`config.mk`:
```
export PLATFORM = sky130hd
export DESIGN_NAME = serial_word_loader_flat
export DESIGN_NICKNAME = d
export VERILOG_FILES = /design/src/rtl/serial_word_loader_if.sv /design/src/rtl/serial_word_loader.sv /design/src/flat_wrapper.sv
export SDC_FILE = /design/constraint.sdc
export NUM_CORES = 1
export LEC_CHECK = 0
export CELL_PAD_IN_SITES_DETAIL_PLACEMENT = 0
export CELL_PAD_IN_SITES_GLOBAL_PLACEMENT = 1
export CORE_MARGIN = 2
export CORE_UTILIZATION = 25
export CTS_CLUSTER_DIAMETER = 120
export DETAILED_ROUTE_END_ITERATION = 12
export MAX_ROUTING_LAYER = met4
export PLACE_DENSITY = 0.54
export SETUP_SLACK_MARGIN = 0.3
export SYNTH_ARGS = -nofsm -noshare
export SYNTH_HDL_FRONTEND = slang
export SYNTH_SLANG_ARGS = --single-unit
export TNS_END_PERCENT = 100
```
`constraint.sdc`:
```
create_clock -name clk -period 2.7 [get_ports clk]
set_input_delay 0.405 -clock clk [delete_from_list [all_inputs] [get_ports clk]]
set_output_delay 0.405 -clock clk [all_outputs]
set_load 0.01 [all_outputs]
```
`src/rtl/serial_word_loader_if.sv`:
```
// Bundles the serial-input and word-output handshake signals of the loader.
//   bit_in / bit_valid / bit_ready : serial bit stream into the loader
//   word_out / word_valid / word_ack : assembled word handshake to the consumer
//   overrun : sticky flag for bits offered while the loader was full
// slave modport: the loader side.  master modport: the feeder/consumer side.
interface serial_word_loader_if #(
  parameter int data_width = 4
) ();
  logic                  bit_in;
  logic                  bit_valid;
  logic                  bit_ready;
  logic [data_width-1:0] word_out;
  logic                  word_valid;
  logic                  word_ack;
  logic                  overrun;

  modport slave (
    input  bit_in, bit_valid, word_ack,
    output bit_ready, word_out, word_valid, overrun
  );

  modport master (
    output bit_in, bit_valid, word_ack,
    input  bit_ready, word_out, word_valid, overrun
  );
endinterface

```
`src/rtl/serial_word_loader.sv`:
```
// Serial-to-parallel word loader feeding the sequential ones-counter stage.
// Bits arrive MSB first and are assembled into data_width-bit words. A word
// is presented on word_out/word_valid until word_ack, then held stable for
// hold_cycles clocks. One completed word can park in the shift register while
// the output is busy; bits offered with no room are dropped and set overrun.
// Ports:
//   clk   : system clock, rising edge
//   reset : asynchronous active-low reset
//   bus   : serial_word_loader_if.slave (bit stream in, word handshake out)
module serial_word_loader #(
  parameter int data_width  = 4,
  parameter int hold_cycles = 4
) (
  input  logic                 clk,
  input  logic                 reset,
  serial_word_loader_if.slave  bus
);

  localparam int cnt_w  = (data_width  > 1) ? $clog2(data_width)      : 1;
  localparam int hold_w = (hold_cycles > 1) ? $clog2(hold_cycles + 1) : 1;

  localparam logic [cnt_w-1:0]  last_bit_idx = cnt_w'(data_width - 1);
  localparam logic [hold_w-1:0] hold_load    = hold_w'(hold_cycles);

  typedef enum logic [1:0] {
    ST_IDLE  = 2'd0,
    ST_VALID = 2'd1,
    ST_HOLD  = 2'd2
  } state_t;

  state_t                 state_r;
  state_t                 state_next_s;
  logic [data_width-1:0]  shreg_r;
  logic [cnt_w-1:0]       bit_cnt_r;
  logic                   pending_r;
  logic [data_width-1:0]  word_r;
  logic                   word_valid_r;
  logic [hold_w-1:0]      hold_cnt_r;
  logic [hold_w-1:0]      hold_next_s;
  logic                   overrun_r;

  logic                   accept_s;
  logic                   word_done_s;
  logic [data_width-1:0]  shreg_shift_s;
  logic                   load_s;
  logic [data_width-1:0]  load_word_s;
  logic                   pending_next_s;

  // A parked word blocks further input until it moves to the output.
  assign accept_s      = bus.bit_valid & ~pending_r;
  assign shreg_shift_s = {shreg_r[data_width-2:0], bus.bit_in};
  assign word_done_s   = accept_s & (bit_cnt_r == last_bit_idx);

  assign bus.bit_ready  = ~pending_r;
  assign bus.word_out   = word_r;
  assign bus.word_valid = word_valid_r;
  assign bus.overrun    = overrun_r;

  // Output FSM next-state, word load selection and hold countdown.
  always_comb begin
    state_next_s = state_r;
    hold_next_s  = hold_cnt_r;
    load_s       = 1'b0;
    load_word_s  = shreg_r;
    case (state_r)
      ST_IDLE: begin
        // A parked word has priority; no bit can be accepted while parked.
        if (pending_r) begin
          load_s       = 1'b1;
          load_word_s  = shreg_r;
          state_next_s = ST_VALID;
        end else if (word_done_s) begin
          load_s       = 1'b1;
          load_word_s  = shreg_shift_s;
          state_next_s = ST_VALID;
        end else begin
          state_next_s = ST_IDLE;
        end
      end
      ST_VALID: begin
        if (bus.word_ack) begin
          if (hold_cycles == 0) begin
            state_next_s = ST_IDLE;
          end else begin
            state_next_s = ST_HOLD;
            hold_next_s  = hold_load;
          end
        end else begin
          state_next_s = ST_VALID;
        end
      end
      ST_HOLD: begin
        // Leaving on a count of 1 makes HOLD last exactly hold_cycles clocks.
        hold_next_s = hold_cnt_r - hold_w'(1);
        if (hold_cnt_r == hold_w'(1)) begin
          state_next_s = ST_IDLE;
        end else begin
          state_next_s = ST_HOLD;
        end
      end
      default: begin
        state_next_s = ST_IDLE;
        hold_next_s  = {hold_w{1'b0}};
      end
    endcase
  end

  // Park buffer occupancy: set when a word completes while the output is busy.
  always_comb begin
    pending_next_s = pending_r;
    if (word_done_s && (state_r != ST_IDLE)) begin
      pending_next_s = 1'b1;
    end else if ((state_r == ST_IDLE) && pending_r) begin
      pending_next_s = 1'b0;
    end else begin
      pending_next_s = pending_r;
    end
  end

  // Input side: shift register and bit counter.
  always_ff @(posedge clk or negedge reset) begin
    if (!reset) begin
      shreg_r   <= {data_width{1'b0}};
      bit_cnt_r <= {cnt_w{1'b0}};
      pending_r <= 1'b0;
      overrun_r <= 1'b0;
    end else begin
      if (accept_s) begin
        shreg_r <= shreg_shift_s;
        if (bit_cnt_r == last_bit_idx) begin
          bit_cnt_r <= {cnt_w{1'b0}};
        end else begin
          bit_cnt_r <= bit_cnt_r + cnt_w'(1);
        end
      end
      pending_r <= pending_next_s;
      overrun_r <= overrun_r | (bus.bit_valid & pending_r);
    end
  end

  // Output side: FSM state, hold counter, word register and registered valid.
  always_ff @(posedge clk or negedge reset) begin
    if (!reset) begin
      state_r      <= ST_IDLE;
      hold_cnt_r   <= {hold_w{1'b0}};
      word_r       <= {data_width{1'b0}};
      word_valid_r <= 1'b0;
    end else begin
      state_r      <= state_next_s;
      hold_cnt_r   <= hold_next_s;
      word_valid_r <= (state_next_s == ST_VALID);
      if (load_s) begin
        word_r <= load_word_s;
      end
    end
  end

endmodule

```
`src/flat_wrapper.sv`:
```
// flat-port wrapper written by rule: the top's interface ports become plain ports
module serial_word_loader_flat 
#(
  parameter int data_width  = 4,
  parameter int hold_cycles = 4
)
  (clk, reset, bus_bit_in, bus_bit_valid, bus_word_ack, bus_bit_ready, bus_word_out, bus_word_valid, bus_overrun);
  serial_word_loader_if #(.data_width(data_width)) bus_i ();
  input  logic clk;
  input  logic reset;
  input wire logic [$bits(bus_i.bit_in)-1:0] bus_bit_in;
  input wire logic [$bits(bus_i.bit_valid)-1:0] bus_bit_valid;
  input wire logic [$bits(bus_i.word_ack)-1:0] bus_word_ack;
  output wire logic [$bits(bus_i.bit_ready)-1:0] bus_bit_ready;
  output wire logic [$bits(bus_i.word_out)-1:0] bus_word_out;
  output wire logic [$bits(bus_i.word_valid)-1:0] bus_word_valid;
  output wire logic [$bits(bus_i.overrun)-1:0] bus_overrun;
  assign bus_i.bit_in = bus_bit_in;
  assign bus_i.bit_valid = bus_bit_valid;
  assign bus_i.word_ack = bus_word_ack;
  assign bus_bit_ready = bus_i.bit_ready;
  assign bus_word_out = bus_i.word_out;
  assign bus_word_valid = bus_i.word_valid;
  assign bus_overrun = bus_i.overrun;
  serial_word_loader #(.data_width(data_width), .hold_cycles(hold_cycles)) u_core (.clk(clk), .reset(reset), .bus(bus_i));
endmodule
```
==> run metrics <==
Slew Viols, Final=0; largest net degree at the start of global routing=19; Arr. time, crit path=1.51 ns; Final Skew=0.00524 ns; Psw=0.437 mW; Worst-Margin Slew=0.838 ns; CTS Sinks=18; register area share after synthesis=50.1%; CTS buffer count=3; cts hold-fix bufs=0; Final Hold Fails=0; flop and latch count out of synthesis=18; Avg Cell Area, Syn=11.0 um2; Antenna Nets Post-Route=0; row cnt=21; share of power burned in registers=40.0%; Worst slew margin=44.0%; total die area=4090 um2; Syn-to-layout area delta=21.1%; CP Capture Type=output pin; Root Driver=clkbuf_4; Period Utilization, post-route=71.1%; Sw Share=36.7%; first-pass GRT wire length=3040 um; Port Buf Inserts=11; Via-to-Cell Ratio=4.52; Leak=0.460 nW; final instance area=1090 um2; Comb pwr share=46.1%; worst hold path type=reg2reg; RSZ-0062 raised after global routing=no; GR Util All Layers=9.74%; Int Pwr=0.754 mW; Critical Path Fanout Max=7; Post-Route WL=1750 um; total of max-cap violations=0; TritonRoute pass-1 iters=2; Mapped Cells=82; Period minus WS final=1.92 ns; Non-Filler Instances=140; grt total ovfl=0; setup TNS=0 ns; post-synthesis cell area=900 um2; Skew-Pair Late Insertion Delay=0.29 ns; placed cell count=136; core area=3390 um2; PD cells=1090 nW/um2; CP Class=reg2out; Max Fclk=521 MHz; # setup viols final=0; CTS resizes=0; I/O pins=12; synth unique cells=26; CTS tree=done; Setup Fix Bufs, Post-CTS=0; via count=633; area of placed instances=1050 um2; DRC=0; Ys Warns=0; Die Y=64.0 um; type of origin of the critical path=flop; status=finished, final reports clean; H-Tree Depth=1; DP Wirelength=1250 um; vias in the first global route=667; clock slew at reported path FFs=0.11 ns; GPL Wtd Cong=0.714; Clock power frac=13.9%; Initial Util=26.5%; share of cells above drive strength 1=6.38%; required time of the critical path=2.30 ns; Layout Nets=107; WL/cell=12.5 um; initial antenna violation count=0; worst ir drop on vdd=0.438 mV; Post-Syn Nets=94; # diodes=0; initial DRC count=16; Bufs on Longest Clock Path=2; Die Width=64.0 um
==> cells in the mapped netlist <==
cell type | count | share of area, %
a21o_1 | 1 | 0.83
a21oi_1 | 5 | 2.8
a221oi_1 | 1 | 0.97
a22oi_1 | 1 | 0.83
and2_1 | 1 | 0.70
and2b_2 | 1 | 0.97
buf_2 | 2 | 1.1
clkbuf_1 | 1 | 0.42
dfrtp_1 | 18 | 50
ha_1 | 7 | 9.7
inv_1 | 6 | 2.5
mux2_1 | 6 | 7.5
nand2_1 | 3 | 1.3
nand2b_1 | 2 | 1.4
nand3_1 | 2 | 1.1
nand4b_1 | 2 | 1.9
nor2_1 | 4 | 1.7
nor2b_1 | 1 | 0.70
nor2b_4 | 1 | 1.5
o21ai_0 | 2 | 1.1
o21ai_1 | 3 | 1.7
o22ai_1 | 8 | 5.6
o31a_1 | 1 | 0.97
o41ai_1 | 1 | 0.97
or2b_1 | 1 | 0.83
or4_1 | 1 | 0.83
==> sequential cells by signal, indices dropped and copies added, names as in the netlist <==
name / cells
u_core.state_r: 2
u_core.bus.word_out: 4
u_core.shreg_r: 4
u_core.bit_cnt_r: 2
u_core.hold_cnt_r: 3
u_core.bus.overrun: 1
u_core.bus.word_valid: 1
u_core.pending_r: 1
==> worst max-delay path: stages, from the launching register on <==
cell	delay, ns
dfrtp_1	0.48
inv_1	0.18
clkdlybuf4s50_1	0.56
==> per-stage QoR <==
stage | util (%) | hold WS (ns) | worst slack, ns | total power, mW
after floorplan | - | 0.109 | 1.31 | 0.847
after global placement | 31.1 | 0.441 | 0.839 | 1.03
after detailed placement | 31.1 | 0.448 | 0.796 | 1.04
after CTS | 32.2 | 0.477 | 0.751 | 1.21
after global routing | 32.2 | 0.495 | 0.687 | 1.31
final | 32.2 | 0.469 | 0.781 | 1.19
==> final timing paths <==
kind | start | to | slack (ns) | cells after the start
hold / removal | u_core.bus.overrun | u_core.bus.overrun | 0.47 | 1
hold reg to reg | u_core.bus.overrun | u_core.bus.overrun | 0.47 | 1
min in group asynchronous | reset | u_core.hold_cnt_r[2] | 0.58 | 1
setup / recovery | u_core.pending_r | bus_bit_ready | 0.78 | 2
max in group asynchronous | reset | u_core.bit_cnt_r[0] | 1.60 | 1
setup reg to reg | u_core.state_r[0] | u_core.bus.word_out[3] | 1.05 | 5
==> cell usage in the layout, fill, tap and decap left out <==
master           instances
dfrtp_1                 18
clkdlybuf4s50_1         11
o22ai_1                  8
ha_1                     7
inv_1                    6
mux2_1                   6
a21oi_1                  5
nor2_1                   4
o21ai_1                  3
nand2_1                  3
clkbuf_4                 3
nand2b_1                 2
nand3_1                  2
o21ai_0                  2
nand4b_1                 2
a22oi_1                  1
and2_1                   1
a21o_1                   1
and2b_2                  1
a221oi_1                 1
nor2b_1                  1
nor2b_4                  1
or2b_1                   1
or4_1                    1
o31a_1                   1
o41ai_1                  1
clkbuf_8                 1
==> layer usage <==
metal	wire [um]	track usage, %
met5	0	-
met3	58	3.35
met2	831	14.7
met4	12	2.45
met1	851	12.5
==> logic make-up (layout without fill, tap and decap cells) <==
family,count (synthesis),after routing,synth area share (%)
AND/OR/NAND/NOR,19,19,12.9
adder cells (fa/ha/maj),7,7,9.74
AO/OA/AOI/OAI,23,23,15.7
flip-flops,18,18,50.1
multiplexers,6,6,7.51
buffers and inverters,9,21,4.03
==> power by group through the flow <==
stage	Combinational (mW)	Sequential, mW	Clock, mW
detailed placement	0.556	0.483	0
global placement	0.550	0.479	0
floorplan	0.368	0.480	0
CTS	0.561	0.477	0.177
global route	0.633	0.496	0.184
finish	0.549	0.476	0.166
==> cell type report <==
class / count / area (um2)
inverters: 6 / 22.5
repair buffers: 11 / 110
flip-flops and latches: 18 / 450
fillers: 369 / 2300
clock buffers: 4 / 36.3
well taps: 46 / 57.6
multi-input cells: 55 / 413
(Power assumes the default switching activity.)
